==> src/rtl/enemy_fire_scheduler.sv <==
// Picks which enemy fires next: waits a jittered cooldown counted in frame ticks,
// then does a round-robin search and holds a request until the bullet engine accepts it.
module enemy_fire_scheduler #(
  parameter int N_INIMIGOS  = 5,
  parameter int BASE_TICKS  = 30,
  parameter int JITTER_BITS = 4
) (
  input  logic                  CLOCK_50,
  input  logic                  reset_n,
  input  logic                  pausa,
  input  logic                  tick,
  input  logic [N_INIMIGOS-1:0] inimigo_vivo_array,
  input  logic [N_INIMIGOS-1:0] bala_livre,
  output logic                  fire_req,
  output logic [2:0]            fire_idx,
  input  logic                  fire_ack,
  output logic [7:0]            disparos,
  output logic                  todos_mortos
);

  typedef enum logic [1:0] {ESPERA, SELECAO, PEDIDO} state_t;

  state_t     state, state_n;
  logic [7:0] counter, counter_n;
  logic [2:0] ptr, ptr_n;
  logic [2:0] fire_idx_n;
  logic [7:0] disparos_n;
  logic [7:0] lfsr;

  logic [7:0] vivo8, livre8, elegivel8;
  logic       hit;
  logic [2:0] cand, j;
  logic [8:0] soma;
  logic [7:0] cooldown;

  // Pad to 8 bits so a 3-bit index always selects within range.
  assign vivo8        = 8'(inimigo_vivo_array);
  assign livre8       = 8'(bala_livre);
  assign elegivel8    = vivo8 & livre8;
  assign todos_mortos = ~|inimigo_vivo_array;
  assign fire_req     = (state == PEDIDO) && !pausa && !todos_mortos;

  assign soma     = 9'(BASE_TICKS) + 9'(lfsr[JITTER_BITS-1:0]);
  assign cooldown = soma[8] ? 8'hFF : soma[7:0];

  // Walk from the farthest candidate back to ptr+1 so the nearest eligible one wins.
  always_comb begin
    hit  = 1'b0;
    cand = '0;
    j    = '0;
    for (int k = N_INIMIGOS; k >= 1; k--) begin
      j = 3'((int'(ptr) + k) % N_INIMIGOS);
      if (elegivel8[j]) begin
        hit  = 1'b1;
        cand = j;
      end
    end
  end

  always_comb begin
    state_n    = state;
    counter_n  = counter;
    ptr_n      = ptr;
    fire_idx_n = fire_idx;
    disparos_n = disparos;
    if (!pausa) begin
      if (todos_mortos && state != ESPERA) begin
        state_n   = ESPERA;
        counter_n = 8'(BASE_TICKS);
      end else begin
        unique case (state)
          ESPERA: begin
            if (counter == 8'd0) state_n = SELECAO;
            else if (tick)       counter_n = counter - 8'd1;
          end
          SELECAO: begin
            if (hit) begin
              fire_idx_n = cand;
              ptr_n      = cand;
              state_n    = PEDIDO;
            end
          end
          PEDIDO: begin
            if (fire_ack) begin
              if (disparos != 8'hFF) disparos_n = disparos + 8'd1;
              counter_n = cooldown;
              state_n   = ESPERA;
            end else if (!elegivel8[fire_idx]) begin
              state_n = SELECAO;
            end
          end
          default: state_n = ESPERA;
        endcase
      end
    end
  end

  always_ff @(posedge CLOCK_50 or negedge reset_n) begin
    if (!reset_n) begin
      state    <= ESPERA;
      counter  <= 8'(BASE_TICKS);
      ptr      <= 3'(N_INIMIGOS - 1);
      fire_idx <= '0;
      disparos <= '0;
    end else begin
      state    <= state_n;
      counter  <= counter_n;
      ptr      <= ptr_n;
      fire_idx <= fire_idx_n;
      disparos <= disparos_n;
    end
  end

  // Jitter source keeps running through pauses so resumed cooldowns differ.
  always_ff @(posedge CLOCK_50 or negedge reset_n) begin
    if (!reset_n) lfsr <= 8'hA5;
    else          lfsr <= {lfsr[6:0], lfsr[7] ^ lfsr[5] ^ lfsr[4] ^ lfsr[3]};
  end

endmodule

==> config.mk <==
export PLATFORM = sky130hd
export DESIGN_NAME = enemy_fire_scheduler
export DESIGN_NICKNAME = d
export VERILOG_FILES = /design/src/rtl/enemy_fire_scheduler.sv
export SDC_FILE = /design/constraint.sdc
export NUM_CORES = 1
export LEC_CHECK = 0
export ABC_AREA = 1
export ABC_CLOCK_PERIOD_IN_PS = 3800
export CAP_MARGIN = 0
export CELL_PAD_IN_SITES_DETAIL_PLACEMENT = 1
export CELL_PAD_IN_SITES_GLOBAL_PLACEMENT = 2
export CORE_ASPECT_RATIO = 1.1
export CORE_MARGIN = 8
export CORE_UTILIZATION = 30
export CTS_BUF_LIST = sky130_fd_sc_hd__clkbuf_4
export DETAILED_ROUTE_END_ITERATION = 8
export PLACE_DENSITY_LB_ADDON = 0.1
export SLEW_MARGIN = 20
export SYNTH_ARGS = -nofsm -noshare
export SYNTH_HDL_FRONTEND = slang
export SYNTH_SLANG_ARGS = --single-unit
==> constraint.sdc <==
create_clock -name CLOCK_50 -period 3.8 [get_ports CLOCK_50]
set_clock_uncertainty 0.2 [all_clocks]
set_input_delay 1.14 -clock CLOCK_50 [delete_from_list [all_inputs] [get_ports CLOCK_50]]
set_output_delay 1.14 -clock CLOCK_50 [all_outputs]
set_load 0.005 [all_outputs]
Word level (Yosys, flattened, before mapping)
Index checks and enable logic that the tools add are counted.

Latch bits: 0. Output and inout port bits: 13. Word-level logic and storage cells: 88. Bits in read-only memories: 0. Memory bits (writable): 0. Flip-flop bits (word level): 32. Memories kept: 0.

$lt $le $gt $ge: 6. Reduce and logical (&&, ||, !) cells: 14. Add/sub/neg operators: 8. Multipliers: 0. Div/mod/pow operators: 5. Mux-type cells: 34. Shift operators: 0. Bitwise logic cells: 6. Equal/unequal tests: 9.

Operators by type and width (number): 32-bit by 4-bit remainder unit with 32-bit output (second input constant) (5); 8-bit two-way mux (5); 3-bit by 4-bit less-than comparator with 1-bit output (second input constant) (6); 1-bit binary-select mux with 3-bit select (6); 8-bit one-hot mux with 2 select lines (1); 3-bit two-way mux (5); 3-bit != test (second input constant) (4); 1-bit two-way mux (11); 2-bit two-way mux (5); 5-bit AND reduction (2); 3-bit by 2-bit adder with 4-bit output (second input constant) (2); 3-bit by 3-bit adder with 4-bit output (second input constant) (2); 8-bit by 1-bit adder with 8-bit output (second input constant) (1); 8-bit logical NOT (1); 8-bit != test (second input constant) (1); 4-bit AND reduction (2); 8-bit by 1-bit subtractor with 8-bit output (second input constant) (1); 5-bit by 4-bit adder with 6-bit output (first input constant) (1); 2-bit one-hot mux with 3 select lines (1); 5-bit AND (1); 5-bit OR reduction (1); 3-bit by 1-bit adder with 4-bit output (second input constant) (1); 4-bit != test (second input constant) (1); 1-bit logical AND (3); 9 further kinds (13).

Logic depth before layout (Yosys ltp)
Gate-level depths: netlist of the first run.

Depth after elaboration: 12. Depth in mapped cells: 31. Depth with buffers taken out: 29.

Worst setup path before layout of the first run
Ideal clock, no wire load.

Path kind: flip-flop to flip-flop. Start point: reg, netlist name fire_idx[0]. End point: reg fire_idx[2]. Data required time: 3.479 ns. Arrival time: 3.784 ns. Stages on the path, launching flop included: 28. Clock period less this slack: 4.105 ns. Path slack: -0.305 ns. Path buffers: 2. Path through: dfrtp_1 buf_4 clkbuf_1 inv_1 ha_1 inv_2 ha_1 nor2_1 nand3_2 nand2_1 xor2_1 ha_1 inv_1 or2_2 nand3_2 nand3_1 nand2_1 nand2_1 nand3_1 nand2_1 nand2_2 nand2_2 nor2_2 nand2_2 nand2_4 inv_4 nand3_2 o21ai_1.

RTL lines: end signal, assigned (RTL line 109) `fire_idx <= fire_idx_n;`; end, declared (RTL line 15) `output logic [2:0] fire_idx,`.

Final worst setup path of the first run
Start point: reg ptr[2]. End point: reg fire_idx[0].

Cells in the longest elaborated chain, start to end: 10.

RTL lines: start, declared (RTL line 25) `logic [2:0] ptr, ptr_n;`; start signal, assigned (RTL line 102) `ptr <= 3'(N_INIMIGOS - 1);`; start signal, assigned (RTL line 108) `ptr <= ptr_n;`; 3-bit by 3-bit adder with 4-bit output (RTL line 52) `j = 3'((int'(ptr) + k) % N_INIMIGOS);`; 32-bit by 4-bit remainder unit with 32-bit output (RTL line 52); 1-bit binary-select mux with 3-bit select (RTL line 53) `if (elegivel8[j]) begin`; 1-bit two-way mux (not written as such) (RTL line 53); 1-bit two-way mux (5 in series) (RTL line 53); 4-bit AND reduction (no source line).

Several ways; a longest one is shown, not always the timed one. The select of a mux whose other input is x is not followed. A chain may end at the register's enable or synchronous reset.

==> flow_summary.json, run 1 <==
{
  "dr_total_vias": 3299,
  "grt_usage": 0.1467,
  "dieWidth_um": 114.8,
  "synth_top_area_frac": 0.1632,
  "yosys-top-cells-area": "dfrtp_1, nand2_1, ha_1",
  "initial_core_util": 0.3084,
  "async_flop_share": 1.000,
  "status": "finished, final reports clean",
  "worstPathCellList": "buf_4 -> buf_6 -> ha_2 -> inv_1 -> nand2_2 -> nand2_4 -> xor2_4 -> buf_4 -> ha_1 -> or2_4 -> nand3_4 -> nand3_4 -> buf_4 -> nand3_1 -> nand3_1 -> nand2_1 -> nand2_2 -> nand2_2 -> nor2_2 -> nand2_2 -> nand2_4 -> buf_4 -> nand2_1 -> nand2_1",
  "drive_above_1_share": 0.3339,
  "portBuffers": 27,
  "worst_pin_slew_ns": 0.4492,
  "syn_area_um2": 3221,
  "cp-endpoint": "fire_idx[0]",
  "core.rowCount": 39,
  "hp-class": "flip-flop to flip-flop",
  "synth_cell_types": 40,
  "coreArea_um2": 10440,
  "fillers": 1358,
  "drt_iter0_drc": 108,
  "cp_slowest_stage_delay_ns": 0.63,
  "cts_tree": "yes",
  "grt_max_degree": 31,
  "die-height_um": 124.7,
  "root_buffer": "clkbuf_4",
  "r2r_setup_slack_ns": 0.13,
  "wl_per_cell_um": 14.45,
  "clkSinkCount": 30,
  "dpl-instance-area_um2": 3944,
  "grt_pass1_vias": 3485,
  "gr-total-overflow": 0,
  "drt-total-wl_um": 10290,
  "antennaDiodeCount": 0,
  "die_area_um2": 14310,
  "fin_crit_ns": 3.671,
  "crit_arrival_ns": 3.71,
  "synth_enable_flop_cells": 0,
  "period_share": 0.9662,
  "syn_inst": 478,
  "ys_seq_area_frac": 0.2366,
  "critPathKind": "flip-flop to flip-flop",
  "avgSynthCellArea_um2": 6.738,
  "worstPathRequired_ns": 3.84,
  "area_growth_pct": 40.02,
  "synth_area_leader_cell": "dfrtp_1",
  "drv_slew": 0,
  "antenna_found_initial": 0,
  "htreeDepth": 2,
  "synth_top_flop_cell": "dfrtp_1",
  "insertion_delay_ns": 0.34,
  "grt_setup_unrepaired": "yes",
  "ant_nets": 0,
  "drtPass1Iterations": 4,
  "vias_per_cell": 4.633,
  "setup_viol": 0,
  "cp-startpoint": "ptr[2]",
  "rr_startpoint": "ptr[2]",
  "start_kind": "flip-flop",
  "rr_worst_depth": 24,
  "clkTransAtPathRegs_ns": 0.12,
  "ctsHoldBuffers": 0,
  "design_area_um2": 4509,
  "reg2reg_to": "fire_idx[0]",
  "fmax_ghz": 0.2724,
  "cp_max_fo": 6,
  "synthesis.nets": 524,
  "synth_seq_cells": 30,
  "slowest_stage": "dfstp_2",
  "ioPinCount": 28,
  "yosys_warnings": 0,
  "max-cap-violations": 0,
  "place_congestion": 0.7781,
  "drc": 0,
  "hold_violations": 0,
  "relSlewSlack": 0.6995,
  "cp-end-kind": "flip-flop",
  "nets": 614,
  "grt_pass1_wl_um": 17260,
  "hpwl_um": 8029,
  "cts_buffers": 5,
  "clockBufferDepth": 2
}
state kept, by name, summed over array words and instances, names as in the netlist:
name	count
ptr	1
fire_idx	3
disparos	8
lfsr	8
state	2
counter	8
synthesized netlist by cell type, drive strengths merged (8+ instances only):
cell type  instances
nand3             62
o21ai             33
inv               71
dfstp              9
nand4              8
nor2              29
a21oi              8
ha                31
nand2            152
xnor2              9
xor2               9
dfrtp             21
cell families (layout without fill, tap and decap cells):
family,after synthesis,in the layout,share of synthesized area
DFF,30,30,0.2366
xor gates and xnor gates,18,18,0.04895
buffers and inverters,80,171,0.1018
AOI/OAI and AO/OA,49,49,0.08508
and+or+nand+nor,270,270,0.4071
adders and majority gates,31,31,0.1204
stage by stage:
stage | hold slack [ns] | worst slack [ns] | setup TNS [ns] | util | instances
4_1_cts | 0.1734 | 0.001477 | 0 | 0.3873 | 693
3_5_place_dp | 0.1437 | -0.1328 | -0.4788 | 0.3777 | 680
6_report | 0.1692 | 0.1285 | 0 | 0.4318 | 712
3_3_place_gp | 0.1361 | -0.05610 | -0.05610 | 0.3777 | 680
5_1_grt | 0.1792 | -0.07863 | -0.3247 | 0.4318 | 712
2_1_floorplan | 0.1330 | 0.003939 | 0 | - | 478
worst min-delay path by stage:
stage / to / cells past startpoint / slack [ns] / start
finish: lfsr[7] / 0 / 0.17 / lfsr[6]
global route: lfsr[7] / 0 / 0.18 / lfsr[6]
CTS: lfsr[7] / 0 / 0.17 / lfsr[6]
detailed placement: lfsr[7] / 0 / 0.14 / lfsr[6]
global placement: lfsr[7] / 0 / 0.14 / lfsr[6]
floorplan: lfsr[7] / 0 / 0.13 / lfsr[6]
worst max-delay path: cells and delay by family, from the launching register on:
kind          cells  cell delay (ns)
xor+xnor          1             0.16
fa+ha+maj         2             0.41
buf+inv           6             0.76
flops             1             0.63
simple gates     15             1.38
what timing repair did:
action | in CTS | in global routing
endpoints found under the setup margin | 8 | 7
setup buffers | 5 | 19
hold endpoints to repair | 0 | 0
pin swaps | 3 | 29
gates resized for setup | 6 | 76
area by class of cell:
class                      count  area, µm²  area share
clock buffer                   5      37.54    0.008324
tap                          143      178.9     0.03968
timing repair buffer          92      785.8      0.1743
sequential                    30      762.0      0.1690
clock inverter                 3      16.27    0.003607
inverter                      71      274.0     0.06077
multi-input combinational    368       2455      0.5444
cells in the final DEF (no fill, tap or decap), drive strengths merged, types with 3 or more instances in the layout:
cell           count
o21ai             33
clkdlybuf4s50     24
ha                31
clkbuf             5
xor2               9
dfstp              9
nand4              8
xnor2              9
nand2            152
buf               65
a21oi              8
nor3               7
nor2              29
clkinv             3
dfrtp             21
or2                4
inv               70
nand3             62
routing by layer:
| metal | routed length, µm | part of all wire | vias up | global-route usage |
|---|---|---|---|---|
| met2 | 4730 | 0.46 | 39 | 0.2355 |
| met1 | 5153 | 0.50 | 1550 | 0.2049 |
| li1 | - | - | 1705 | - |
| met5 | 0 | 0 | - | 0 |
| met3 | 356 | 0.035 | 5 | 0.02522 |
| met4 | 51 | 0.0050 | 0 | 0.01625 |
Power of run 1 is not shown: default switching activity piles up to over one toggle a cycle in this logic, so the estimate is an artifact.
==> inputs of run 2 (changes only) <==
--- a/config.mk
+++ b/config.mk
@@ -7,7 +7,7 @@
 export LEC_CHECK = 0
 export ABC_AREA = 1
 export ABC_CLOCK_PERIOD_IN_PS = 3800
-export CAP_MARGIN = 0
+export CAP_MARGIN = 20
 export CELL_PAD_IN_SITES_DETAIL_PLACEMENT = 1
 export CELL_PAD_IN_SITES_GLOBAL_PLACEMENT = 2
 export CORE_ASPECT_RATIO = 1.1
@@ -16,6 +16,7 @@
 export CTS_BUF_LIST = sky130_fd_sc_hd__clkbuf_4
 export DETAILED_ROUTE_END_ITERATION = 8
 export PLACE_DENSITY_LB_ADDON = 0.1
+export SKIP_LAST_GASP = 1
 export SLEW_MARGIN = 20
 export SYNTH_ARGS = -nofsm -noshare
 export SYNTH_HDL_FRONTEND = slang
==> run 2 against run 1 <==
Effect of this change:
- sequential share of layout area stayed put
- critical endpoint unchanged
- setup slack hardly changed
- critical path type unchanged
- hold slack stayed put
- final cell count stayed put
- global-route usage stayed put
==> flow_summary.json, run 2 (synthesis results as in run 1) <==
{
  "hold_violations": 0,
  "cts_tree": "yes",
  "reg_top3": "counter (8), disparos (8), lfsr (8)",
  "final_cell_mix": "nand2_1, buf_4, inv_1",
  "whs_path_depth": 0,
  "insertion_delay_ns": 0.34,
  "slowest_stage": "dfstp_2",
  "antenna_found_initial": 0,
  "dieWidth_um": 114.8,
  "period_share": 0.9662,
  "hold_ws_ns": 0.1692,
  "design_area_um2": 4509,
  "place_congestion": 0.7781,
  "cp-end-kind": "flip-flop",
  "critPathKind": "flip-flop to flip-flop",
  "die-height_um": 124.7,
  "drt-total-wl_um": 10300,
  "ioPinCount": 28,
  "fin_crit_ns": 3.672,
  "wl_per_cell_um": 14.46,
  "drv_slew": 0,
  "vias_per_cell": 4.629,
  "cp_max_fo": 6,
  "mostFrequentLayoutCell": "nand2_1",
  "ant_nets": 0,
  "worst_pin_slew_ns": 0.4492,
  "drtPass1Iterations": 4,
  "clkTransAtPathRegs_ns": 0.12,
  "cp_slowest_stage_delay_ns": 0.63,
  "fillers": 1358,
  "drc": 0,
  "worstPathRequired_ns": 3.84,
  "cts_buffers": 5,
  "clockBufferDepth": 2,
  "grt_max_degree": 31,
  "grt_usage": 0.1467,
  "coreArea_um2": 10440,
  "grt_pass1_vias": 3485,
  "core.rowCount": 39,
  "nets": 614,
  "start_kind": "flip-flop",
  "antennaDiodeCount": 0,
  "max-cap-violations": 0,
  "htreeDepth": 2,
  "grt_pass1_wl_um": 17260,
  "die_area_um2": 14310,
  "worstPathCellList": "buf_4 -> buf_6 -> ha_2 -> inv_1 -> nand2_2 -> nand2_4 -> xor2_4 -> buf_4 -> ha_1 -> or2_4 -> nand3_4 -> nand3_4 -> buf_4 -> nand3_1 -> nand3_1 -> nand2_1 -> nand2_2 -> nand2_2 -> nor2_2 -> nand2_2 -> nand2_4 -> buf_4 -> nand2_1 -> nand2_1",
  "fmax_ghz": 0.2724,
  "relSlewSlack": 0.6995,
  "drt_iter0_drc": 108,
  "rr_worst_depth": 24,
  "routed-wl-met3_um": 356,
  "dr_total_vias": 3296,
  "wl_met2_um": 4727,
  "drive_above_1_share": 0.3339,
  "hp-class": "flip-flop to flip-flop",
  "clkSinkCount": 30,
  "wl_met1_um": 5161,
  "hpwl_um": 8029,
  "area_growth_pct": 40.02,
  "crit_arrival_ns": 3.71,
  "status": "finished, final reports clean",
  "grt_setup_unrepaired": "yes",
  "setup_viol": 0,
  "dpl-instance-area_um2": 3944,
  "gr-total-overflow": 0,
  "root_buffer": "clkbuf_4",
  "initial_core_util": 0.3084,
  "portBuffers": 27,
  "routed.top_layer": "met4"
}
-- run 2: worst max-delay path, delay by kind of cell (launching register included) --
| kind | cells | cell delay [ns] |
|---|---|---|
| AND/OR/NAND/NOR | 15 | 1.38 |
| buffers and inverters | 6 | 0.76 |
| adder cells (fa/ha/maj) | 2 | 0.41 |
| flip-flops | 1 | 0.63 |
| XOR/XNOR | 1 | 0.16 |
-- run 2: cell type report --
cell class              count  area (µm²)  area share
flip-flops and latches     30       762.0      0.1690
multi-input cells         368        2455      0.5444
repair buffers             92       785.8      0.1743
clock inverters             3       16.27    0.003607
well taps                 143       178.9     0.03968
inverters                  71       274.0     0.06077
clock buffers               5       37.54    0.008324
-- run 2: layer usage --
| layer | global-route usage | up-vias |
|---|---|---|
| met5 | 0 | - |
| met4 | 0.01625 | 0 |
| met3 | 0.02522 | 5 |
| met2 | 0.2355 | 39 |
| met1 | 0.2049 | 1547 |
| li1 | - | 1705 |
-- run 2: timing repair --
action | CTS | global route
setup buffers | 5 | 19
pin swaps | 3 | 29
gates resized for setup | 6 | 76
hold buffers | 0 | 0
endpoints found under the setup margin | 8 | 7
-- run 2: per-stage QoR --
step / utilization / instances / setup TNS, ns / worst slack (ns)
detailed placement: 0.3777 / 680 / -0.4788 / -0.1328
global route: 0.4318 / 712 / -0.3247 / -0.07863
finish: 0.4318 / 712 / 0 / 0.1285
CTS: 0.3873 / 693 / 0 / 0.001477
floorplan: - / 478 / 0 / 0.003939
global placement: 0.3777 / 680 / -0.05610 / -0.05610
-- run 2: path summary, 6_finish.rpt --
| kind | start | endpoint | slack, ns |
|---|---|---|---|
| max | ptr[2] | fire_idx[0] | 0.13 |
| min | lfsr[6] | lfsr[7] | 0.17 |
| max reg2reg | ptr[2] | fire_idx[0] | 0.13 |
| min reg2reg | lfsr[6] | lfsr[7] | 0.17 |
| max in group asynchronous | reset_n | counter[1] | 2.05 |
| min in group asynchronous | reset_n | counter[7] | 0.99 |
Power of run 2 is left out for the same reason.
